`config.mk`:
```
export PLATFORM = sky130hd
export DESIGN_NAME = mm_front_end
export DESIGN_NICKNAME = d
export VERILOG_FILES = /design/src/rtl/mm_pkg.sv /design/src/rtl/mm_fifo2.sv /design/src/rtl/mm_front_end.sv
export SDC_FILE = /design/constraint.sdc
export NUM_CORES = 1
export LEC_CHECK = 0
export BUFFER_PORTS_ARGS = -buffer_cell sky130_fd_sc_hd__buf_2
export CAP_MARGIN = 30
export CORE_UTILIZATION = 55
export DETAILED_ROUTE_END_ITERATION = 7
export PLACE_DENSITY = 0.88
export SYNTH_ARGS = -nofsm -noshare
export SYNTH_HDL_FRONTEND = slang
export SYNTH_SLANG_ARGS = --single-unit
```
`constraint.sdc`:
```
create_clock -name aclk -period 5.45 [get_ports aclk]
set_input_delay 1.09 -clock aclk [delete_from_list [all_inputs] [get_ports aclk]]
set_output_delay 1.09 -clock aclk [all_outputs]
set_load 0.1 [all_outputs]
```
`src/rtl/mm_pkg.sv`:
```
// mm_pkg: shared definitions for the memory-mapped coprocessor wrapper.
// Holds the sequencer state encoding and the output buffer depth.
package mm_pkg;

  localparam logic [1:0] ST_IDLE  = 2'd0;
  localparam logic [1:0] ST_READ  = 2'd1;
  localparam logic [1:0] ST_FLUSH = 2'd2;
  localparam logic [1:0] ST_DONE  = 2'd3;

  localparam int FIFO_DEPTH = 2;

  typedef enum logic [1:0] {
    IDLE  = ST_IDLE,
    READ  = ST_READ,
    FLUSH = ST_FLUSH,
    DONE  = ST_DONE
  } state_t;

endpackage

```
`src/rtl/mm_fifo2.sv`:
```
// mm_fifo2: 2-entry synchronous FIFO used as the stream output buffer.
// Head is presented combinationally; pushes into a full FIFO are only
// accepted when a pop happens in the same cycle.
module mm_fifo2
  import mm_pkg::*;
#(
  parameter int W = 33
) (
  input  logic         aclk,
  input  logic         aresetn,
  input  logic         push,
  input  logic         pop,
  input  logic [W-1:0] wdata,
  output logic [W-1:0] head,
  output logic [1:0]   count
);

  logic [W-1:0] mem [FIFO_DEPTH];
  logic         wr_ptr;
  logic         rd_ptr;
  logic         push_ok;
  logic         pop_ok;

  assign pop_ok  = pop && (count != 2'd0);
  assign push_ok = push && ((count < 2'(FIFO_DEPTH)) || pop_ok);
  assign head    = mem[rd_ptr];

  // Storage, pointers and occupancy; storage cleared so the head reads zero out of reset
  always_ff @(posedge aclk or negedge aresetn) begin
    if (!aresetn) begin
      for (int i = 0; i < FIFO_DEPTH; i++) mem[i] <= '0;
      wr_ptr <= 1'b0;
      rd_ptr <= 1'b0;
      count  <= 2'd0;
    end else begin
      if (push_ok) begin
        mem[wr_ptr] <= wdata;
        wr_ptr      <= ~wr_ptr;
      end
      if (pop_ok) rd_ptr <= ~rd_ptr;
      case ({push_ok, pop_ok})
        2'b10:   count <= count + 2'd1;
        2'b01:   count <= count - 2'd1;
        default: count <= count;
      endcase
    end
  end

endmodule

```
`src/rtl/mm_front_end.sv`:
```
// mm_front_end: read-side sequencer. On start it reads size consecutive
// words from a 1-cycle-latency local memory and streams them out through
// a 2-entry buffer with consumer backpressure, tagging the final word.
// Optional feature macro: MM_FE_STALL_CNT_EN adds the stall_cnt port and
// a saturating count of backpressured cycles while busy.
module mm_front_end
  import mm_pkg::*;
#(
  parameter int ADDR_W = 12,
  parameter int DATA_W = 32
) (
  input  logic              aclk,
  input  logic              aresetn,
  input  logic              start,
  input  logic [ADDR_W-1:0] size,
  output logic              rden,
  output logic [ADDR_W-1:0] addr,
  input  logic [DATA_W-1:0] rdata,
  output logic [DATA_W-1:0] dout,
  output logic              dout_valid,
  output logic              dout_last,
  input  logic              dout_full,
  output logic              busy,
  output logic              done
`ifdef MM_FE_STALL_CNT_EN
  ,
  output logic [31:0]       stall_cnt
`endif
);

  state_t            state;
  logic [ADDR_W-1:0] size_q;
  logic              last_rd;
  logic              pop;
  logic [2:0]        credit_sum;
  logic [1:0]        fifo_cnt;
  logic [DATA_W:0]   head;

  // Stage p1: a read was issued last cycle, its data is on rdata now
  logic              vld_p1;
  logic              last_p1;

  assign dout       = head[DATA_W-1:0];
  assign dout_last  = head[DATA_W];
  assign dout_valid = (fifo_cnt != 2'd0);
  assign pop        = dout_valid && !dout_full;
  assign busy       = (state == READ) || (state == FLUSH);
  assign done       = (state == DONE);

  // Words already buffered plus the one in flight must leave room for the next read.
  // A pop in the same cycle frees a slot, which keeps full throughput at one word/cycle.
  assign credit_sum = 3'(fifo_cnt) + 3'(vld_p1);
  assign last_rd    = (addr == (size_q - ADDR_W'(1)));
  assign rden       = (state == READ) &&
                      ((credit_sum <= 3'd1) || ((credit_sum == 3'd2) && pop));

  // Sequencer state, latched job size, address counter and read-return tracking
  always_ff @(posedge aclk or negedge aresetn) begin
    if (!aresetn) begin
      state   <= IDLE;
      size_q  <= '0;
      addr    <= '0;
      vld_p1  <= 1'b0;
      last_p1 <= 1'b0;
    end else begin
      vld_p1  <= rden;
      last_p1 <= rden && last_rd;
      case (state)
        IDLE: begin
          if (start) begin
            if (size != '0) begin
              state  <= READ;
              size_q <= size;
              addr   <= '0;
            end else begin
              state <= DONE;
            end
          end
        end
        READ: begin
          if (rden) begin
            addr <= addr + ADDR_W'(1);
            if (last_rd) state <= FLUSH;
          end
        end
        FLUSH: begin
          if (pop && dout_last) state <= DONE;
        end
        DONE: begin
          if (!start) state <= IDLE;
        end
        default: state <= IDLE;
      endcase
    end
  end

  // Stage p1 -> buffer: returning word enters the FIFO with its last tag
  mm_fifo2 #(
    .W(DATA_W + 1)
  ) u_fifo (
    .aclk    (aclk),
    .aresetn (aresetn),
    .push    (vld_p1),
    .pop     (pop),
    .wdata   ({last_p1, rdata}),
    .head    (head),
    .count   (fifo_cnt)
  );

`ifdef MM_FE_STALL_CNT_EN
  // Backpressure cycles while a job is active; restarts at each accepted launch
  always_ff @(posedge aclk or negedge aresetn) begin
    if (!aresetn) begin
      stall_cnt <= '0;
    end else if ((state == IDLE) && start) begin
      stall_cnt <= '0;
    end else if (busy && dout_valid && dout_full && (stall_cnt != '1)) begin
      stall_cnt <= stall_cnt + 32'd1;
    end
  end
`endif

endmodule
```
# Yosys cells after proc, flatten, opt, wreduce, memory -nomap -nowiden
# Index checks and enable logic that the tools add are counted.
[totals] rom_bits=0 memories=0 elab_cells=75 latchBits=0 mem_bits_rw=0 register_bits=98
[op_classes] n_reduce_logical=20 n_mux=18 bitwise_logic=4 n_lt_le_gt_ge=5 shift=0 div_mod_pow=0 n_eq_ne=13 add_sub_neg=5 multipliers=0
[ops] op="two-way mux 33 bit" n=4
[ops] op="bitwise mux 66 bit" n=1
[ops] op="two-way mux 12 bit" n=3
[ops] op="demux 33 bit (select 1 bit)" n=1
[ops] op="case mux 12 bit (2 select lines)" n=1
[ops] op="adder 12 x 1 -> 12 bit, second input constant" n=1
[ops] op="== test 12 bit" n=1
[ops] op="two-way mux 2 bit" n=6
[ops] op="nonzero test 12 bit" n=1
[ops] op="subtractor 12 x 1 -> 12 bit, second input constant" n=1
[ops] op="!= test 2 bit, second input constant" n=5
[ops] op="logical AND 1 bit" n=8
[ops] op="case mux 2 bit (4 select lines)" n=1
[ops] op="== test 2 bit, second input constant" n=3
[ops] op="nonzero test 2 bit" n=3
[ops] op="AND reduction 5 bit" n=1
[ops] op="== test 2 x 1 -> 1 bit, second input constant" n=2
[ops] op=">= comparator 2 bit, second input constant" n=2
[ops] op="NOT 1 -> 2 bit" n=2
[ops] op="case mux 2 bit (2 select lines)" n=1
[ops] op="AND reduction 4 bit" n=1
[ops] op="adder 2 x 1 -> 3 bit" n=1
[ops] op="== test 3 x 2 -> 1 bit, second input constant" n=1
[ops] op="<= comparator 3 x 1 -> 1 bit, second input constant" n=1
[ops] op="10 further kinds" n=13

# Depth between registers and ports, before layout
# Gate-level depths: netlist of the first run.
[logic_depth] word_depth=7 ltp_mapped=8 ltp_nobuf=8

# By module
# Synthesis of the first run repeated with hierarchy kept, for this count alone.
[hier_totals] hier_cells=415 hier_area_um2=5281.3
[modules_own_cells] module="mm_fifo2" cells_each=193 instances=1 area_each_um2=3319.4 seq_area_each_um2=1751.7
[modules_own_cells] module="mm_front_end" cells_each=222 instances=1 area_each_um2=1961.9 seq_area_each_um2=700.7

# Worst setup path after synthesis of the first run
# Ideal clock, no wire load.
[synth_timing] kind="input -> output" startpoint="in dout_full" endpoint="out rden" path_slack_ns=1.513 t_arrival_ns=2.847 required_ns=4.360 path_stages=4 path_buffers=0 cell_sequence="o21bai_1 inv_2 a31oi_1 nor2b_1"
[synth_via] elab_chain_len=5
[synth_lines] item="start: declaration" line="mm_front_end.sv:22" rtl="input logic dout_full,"
[synth_lines] item="zero test 1 bit" line="mm_front_end.sv:46" rtl="assign pop = dout_valid && !dout_full;"
[synth_lines] item="logical AND 1 bit" line="mm_front_end.sv:46"
[synth_lines] item="logical AND 1 bit" line="mm_front_end.sv:55" rtl="((credit_sum <= 3'd1) || ((credit_sum == 3'd2) && pop));"
[synth_lines] item="logical OR 1 bit" line="mm_front_end.sv:55"
[synth_lines] item="logical AND 1 bit" line="mm_front_end.sv:54" rtl="assign rden = (state == READ) &&"
[synth_lines] item="end: declaration" line="mm_front_end.sv:16" rtl="output logic rden,"
# No other way between the ends.

# Final worst setup path of the first run
# Ends and elaborated chain as after synthesis.

==> results of run 1 <==
-- placed cells by master, fill, tap and decap left out, types with 2 or more instances in the layout --
master       n
mux2_2     106
dfrtp_1     98
buf_2       95
nand2_1     24
xnor2_1     14
nand3_1     12
nor2_1      11
ha_1        11
o21ai_0     10
clkbuf_8     9
inv_1        8
o31ai_1      7
xor2_1       6
nor4_1       6
nor2b_1      5
and2_1       5
a21o_1       4
buf_4        4
or3_1        3
o21ai_1      3
mux2_1       3
mux2i_1      3
bufinv_16    3
nand2b_1     2
a21oi_1      2
or4_1        2
nor3_1       2
or2_1        2
-- kinds of logic (layout without fill, tap and decap cells) --
group / after synthesis / count (layout) / synth area share, %
flip-flops: 98 / 98 / 51.4
XOR/XNOR: 20 / 20 / 3.67
AO/OA/AOI/OAI: 35 / 35 / 4.98
adder cells (fa/ha/maj): 11 / 11 / 2.88
buffers and inverters: 25 / 124 / 1.97
AND/OR/NAND/NOR: 82 / 82 / 8.73
multiplexers: 112 / 112 / 26.4
-- critical path, cell delays in order --
cell and delay, ns:
buf_2 0.10, o21bai_1 0.20, inv_2 0.10, a31oi_1 0.15, nor2b_1 0.16, buf_2 0.44
-- area by class of cell --
class / instances / area share, %
Timing Repair Buffer: 99 / 9.03
Inverter: 9 / 0.603
Multi-Input combinational cell: 260 / 39.9
Tap cell: 105 / 2.35
Clock inverter: 6 / 2.01
Sequential cell: 98 / 43.8
Clock buffer: 10 / 2.28
-- sequential cells by signal, summed over array words and instances, names as in the netlist --
| register | count |
|---|---|
| size_q | 12 |
| addr | 12 |
| last_p1 | 1 |
| u_fifo.wr_ptr | 1 |
| vld_p1 | 1 |
| u_fifo.count | 2 |
| u_fifo.rd_ptr | 1 |
| u_fifo.mem | 66 |
| state | 2 |
-- metrics by stage --
stage | hold slack (ns) | cell area, um2 | cells | worst slack, ns
6_report | 0.508 | 5600 | 587 | 2.11
5_1_grt | 0.518 | 5600 | 587 | 2.03
4_1_cts | 0.510 | 5600 | 587 | 2.09
3_5_place_dp | 0.488 | 5360 | 571 | 2.10
3_3_place_gp | 0.481 | 5360 | 571 | 2.14
2_1_floorplan | 0.469 | 4770 | 383 | 1.51
-- layer usage --
layer,global-route usage (%),vias up,wire [um]
met3,6.14,12,497
met4,7.20,0,156
li1,-,1553,-
met5,0,-,0
met2,37.9,82,4760
met1,27.7,1632,4250
-- worst max path at each step --
stage / to / slack, ns / cells past startpoint
floorplan: rden / 1.51 / 4
global placement: rden / 2.14 / 6
detailed placement: rden / 2.10 / 6
CTS: rden / 2.09 / 6
global route: rden / 2.03 / 6
finish: rden / 2.11 / 6
-- synth_stat cells, types with 2 or more instances --
| library cell | instances | share of area (%) |
|---|---|---|
| mux2i_1 | 3 | 0.63 |
| a21o_1 | 4 | 0.63 |
| ha_1 | 11 | 2.9 |
| mux2_1 | 3 | 0.71 |
| nor2b_1 | 5 | 0.66 |
| o31ai_1 | 7 | 1.1 |
| and2_1 | 5 | 0.66 |
| nor3_1 | 2 | 0.21 |
| o21ai_0 | 10 | 1.0 |
| nand2_1 | 24 | 1.9 |
| or2_1 | 2 | 0.26 |
| nand2b_1 | 2 | 0.26 |
| xnor2_1 | 14 | 2.6 |
| o21ai_1 | 3 | 0.31 |
| or4_1 | 2 | 0.31 |
| nor4_1 | 6 | 0.79 |
| nand3_1 | 13 | 1.4 |
| clkbuf_1 | 16 | 1.3 |
| or3_1 | 3 | 0.39 |
| mux2_2 | 106 | 25 |
| inv_1 | 8 | 0.63 |
| dfrtp_1 | 98 | 51 |
| nor2_1 | 12 | 0.94 |
| xor2_1 | 6 | 1.1 |
| a21oi_1 | 2 | 0.21 |
==> reports/metrics.csv, run 1 <==
stage,metric,value,unit
outcome,outcome,finished clean,
die,die area,9050,um2
yosys,syn_area_per_cell,12.5,um2
finish,share of layout cells above drive strength 1,46.9,%
setup_path,Crit Path Category,in2out,
setup_path,required time of the worst setup path,4.36,ns
yosys,synth unique cells,41,
finish,ANT cells,0,
clocking,setup bufs post-CTS,0,
sta,Worst-Margin Slew,0.995,ns
hold_path,worst hold path type,reg2reg,
setup_path,Setup crit end kind,primary output,
clocking,CTS H-tree lvls,3,
clocking,worst skew pair latency,0.36,ns
clocking,clk root buf,clkbuf_8,
route,vias after detailed routing,3279,
grt,grt ovf,0,
placed_design,placed wire-length estimate,6720,um
job,max-cap viol count,0,
sta,RSZ-0062 raised after global routing,no,
clocking,Post-CTS Hold Fix Bufs,0,
placed_design,IO Port Bufs,96,
die,Die Width,95.1,um
die,core area,8300,um2
yosys,Synthesis Warnings,0,
clocking,"CTS clk-pin slew, worst paths",0.09,ns
yosys,cell area after synthesis,4770,um2
finish,fillcell total,609,
hold_path,Hold Crit Depth,1,
yosys,Yosys reg bits,98,
grt,largest net degree at the start of global routing,65,
clocking,clk buf depth,2,
finish,register area,2450,um2
setup_path,CP arrival,2.25,ns
clocking,cts bufs inserted,9,
finish,area of the multi-input gates,2240,um2
setup_path,CP startpoint,dout_full,
die,number of top-level pins,97,
route,Routed WL per cell,16.4,um
yosys,"FFs w/ async S/R, synth",100,%
finish,final core utilization,67.5,%
sta,fin crit share,61.4,%
setup_path,reg2reg start,state[0],
die,DIE HEIGHT,95.1,um
sta,Final Hold Vio Count,0,
placed_design,placer congestion estimate,0.794,
sta,pins over their slew limit,0,
yosys,Post-synth EDFFs,0,
sta,Setup-failing EPs final,0,
hold_path,hold_sp,u_fifo.mem[59],
clocking,TritonCTS Sinks,98,
die,Starting Density,57.5,%
yosys,"Seq/Total Area, Yosys",51.4,%
sta,crit path time final,3.34,ns
finish,"Area growth, synth to finish",17.4,%
grt,GRT Resource Usage Total,22.4,%
route,TritonRoute pass-1 iters,5,
route,DRC Markers,0,
setup_path,startpoint types,input pin,
die,FP Rows,33,
route,DR iter-0 viols,86,
setup_path,Critical Path Fanout Max,4,
route,DR vias/cell,5.59,
finish,Nets,536,
sta,top achievable clock speed,299,MHz
grt,number of global-route vias before repair,3280,
setup_path,worst reg2reg setup slack,2.95,ns
route,WL final,9650,um
yosys,Most used DFF post-synth,dfrtp_1,
hold_path,WHS Endpoint,u_fifo.mem[59],
route,post-route ant nets,0,
sta,relative slew slack,33.5,%
sta,setup tns final,0,ns
clocking,TritonCTS clock tree,done,
yosys,syn nets,442,
sta,skew final,0.00765,ns
clocking,post-CTS sizing,0,
setup_path,reg2reg end,addr[7],
grt,initial antenna violation count,0,
yosys,synthesized instance count,383,
grt,first-pass GRT wire length,15400,um
setup_path,Worst R2R Path Depth,8,
Power of run 1 is left out: the tool's default activity adds up to more than one toggle a clock period on the data nets, which glitch-free logic cannot reach.
==> run 2, diff against run 1 <==
--- a/config.mk
+++ b/config.mk
@@ -7,9 +7,9 @@
 export LEC_CHECK = 0
 export BUFFER_PORTS_ARGS = -buffer_cell sky130_fd_sc_hd__buf_2
 export CAP_MARGIN = 30
-export CORE_UTILIZATION = 55
+export CORE_UTILIZATION = 50
 export DETAILED_ROUTE_END_ITERATION = 7
-export PLACE_DENSITY = 0.88
+export PLACE_DENSITY = 0.85
 export SYNTH_ARGS = -nofsm -noshare
 export SYNTH_HDL_FRONTEND = slang
 export SYNTH_SLANG_ARGS = --single-unit
==> constraint.sdc (replaced) <==
create_clock -name aclk -period 2.9 [get_ports aclk]
set_input_delay 0.58 -clock aclk [delete_from_list [all_inputs] [get_ports aclk]]
set_output_delay 0.58 -clock aclk [all_outputs]
set_load 0.1 [all_outputs]
==> run 2 against run 1 <==
Effect of this change: die area rose by 9.8%; final cell count grew 5.1%; critical path depth did not move; core utilization shrank 5.5 points; cell area increased by 2.3%; sequential share of layout area is 0.98 points lower; worst setup slack worse by 1.9 ns; sequential cell count is the same; clock-buffer cell count shrank 1; global-route usage fell by 1.4 points; largest cell class unchanged.
==> reports/metrics.csv, run 2 (synthesis gave the netlist of run 1 again) <==
stage,metric,value,unit,change
grt,GRT Resource Usage Total,21.0,%,-1.4 points
finish,Regs by FF count,"u_fifo.mem (66), addr (12), size_q (12)",,
route,TritonRoute pass-1 iters,4,,-1
sta,Setup-failing EPs final,0,,unchanged
setup_path,Setup crit end kind,primary output,,
finish,final core utilization,62.0,%,-5.5 points
finish,ANT cells,0,,unchanged
clocking,"CTS clk-pin slew, worst paths",0.10,ns,about the same
setup_path,CP cell instances,"ha_1, ha_1, nor2_1, a31oi_1, nor2b_2, buf_2",,
finish,share of layout cells above drive strength 1,48.0,%,+1.1 points
sta,crit path time final,2.67,ns,
route,DR iter-0 viols,58,,-33%
placed_design,placer congestion estimate,0.925,,+16%
placed_design,IO Port Bufs,96,,unchanged
setup_path,Crit-path slowest cell,dfrtp_1,,
finish,fillcell total,774,,+27%
sta,pins over their slew limit,0,,unchanged
route,vias after detailed routing,3250,,-0.88%
grt,first-pass GRT wire length,16400,um,+6.6%
setup_path,required time of the worst setup path,2.32,ns,-2.04 ns
finish,"Area growth, synth to finish",20.1,%,
route,WL final,9780,um,+1.3%
setup_path,CP arrival,2.09,ns,-0.16 ns
placed_design,placed wire-length estimate,7200,um,+7.2%
setup_path,startpoint types,flop,,
grt,initial antenna violation count,0,,unchanged
sta,skew final,0.0124,ns,+0.00473 ns
setup_path,Critical Path Fanout Max,5,,+1
sta,Final Hold Vio Count,0,,unchanged
grt,number of global-route vias before repair,3424,,+4.4%
route,DRC Markers,0,,unchanged
clocking,worst skew pair latency,0.37,ns,about the same
clocking,Post-CTS Hold Fix Bufs,0,,unchanged
sta,top achievable clock speed,375,MHz,
finish,Largest register FFs,66,,unchanged
finish,Nets,542,,+1.1%
setup_path,Max stage delay on crit path,0.45,ns,about the same
die,Starting Density,51.6,%,-5.9 points
sta,setup tns final,0,ns,unchanged
clocking,TritonCTS clock tree,done,,
clocking,clk buf depth,2,,unchanged
finish,"Most flops, register",u_fifo.mem,,
die,FP Rows,35,,+6.1%
route,post-route ant nets,0,,unchanged
grt,grt ovf,0,,unchanged
finish,area of the multi-input gates,2240,um2,+0.11%
job,max-cap viol count,0,,unchanged
die,die area,9940,um2,+9.8%
finish,register area,2450,um2,unchanged
sta,relative slew slack,52.9,%,+19 points
grt,largest net degree at the start of global routing,59,,-9.2%
clocking,post-CTS sizing,0,,unchanged
clocking,cts bufs inserted,9,,unchanged
clocking,clk root buf,clkbuf_8,,
route,Routed WL per cell,15.8,um,-3.7%
die,DIE HEIGHT,99.7,um,+4.8%
hold_path,worst hold path type,in2async,,
route,DR vias/cell,5.27,,-5.7%
sta,Worst-Margin Slew,0.707,ns,-0.288 ns
clocking,TritonCTS Sinks,98,,unchanged
setup_path,Buf/Inv on CP,1,,-2
sta,fin crit share,91.9,%,
outcome,outcome,finished clean,,
die,Die Width,99.7,um,+4.8%
finish,"commonest non-fill, non-tap cells in the layout","mux2_2, dfrtp_1, buf_2",,
sta,RSZ-0062 raised after global routing,no,,
setup_path,Crit Path Category,reg2out,,
finish,"commonest non-fill, non-tap cell in the layout",mux2_2,,
clocking,setup bufs post-CTS,0,,unchanged
die,core area,9240,um2,+11%
setup_path,Worst path top cell family by delay,flip-flops,,
clocking,CTS H-tree lvls,3,,unchanged
setup_path,cell repeated most along the worst path,ha_1,,
die,number of top-level pins,97,,unchanged
run 2: metrics by stage:
stage               instance area, um2  hold WS [ns]  std cells  setup slack [ns]
floorplan                         4770         0.284        383             0.286
global placement                  5510         0.481        601             0.582
detailed placement                5510         0.488        601             0.492
CTS                               5730         0.276        617             0.217
global route                      5730         0.306        617             0.147
finish                            5730         0.260        617             0.235
run 2: final cells by class:
class | count | share of cell area, %
flip-flops and latches | 98 | 42.8
multi-input cells | 260 | 39.1
repair buffers | 105 | 10.8
well taps | 129 | 2.82
clock buffers | 9 | 2.16
clock inverters | 7 | 1.68
inverters | 9 | 0.590
run 2: path summary, 6_finish.rpt:
| check | slack (ns) | start | depth (start not counted) | to |
|---|---|---|---|---|
| max | 0.23 | u_fifo.count[0] | 6 | rden |
| min | 0.26 | aresetn | 1 | u_fifo.mem[28] |
| max reg2reg | 0.48 | size_q[4] | 7 | state[1] |
| min reg2reg | 0.51 | u_fifo.mem[3] | 1 | u_fifo.mem[3] |
| max in group asynchronous | 1.95 | aresetn | 2 | u_fifo.mem[56] |
| min in group aclk | 0.44 | size[6] | 2 | size_q[6] |
run 2: metal layers:
metal / share of wire [%] / track usage [%] / vias up
met5: 0 / 0 / -
met4: 1.3 / 6.90 / 0
met3: 4.1 / 4.15 / 10
met2: 51 / 36.8 / 80
met1: 44 / 26.0 / 1597
li1: - / - / 1563
Power of run 2 is left out for the same reason.
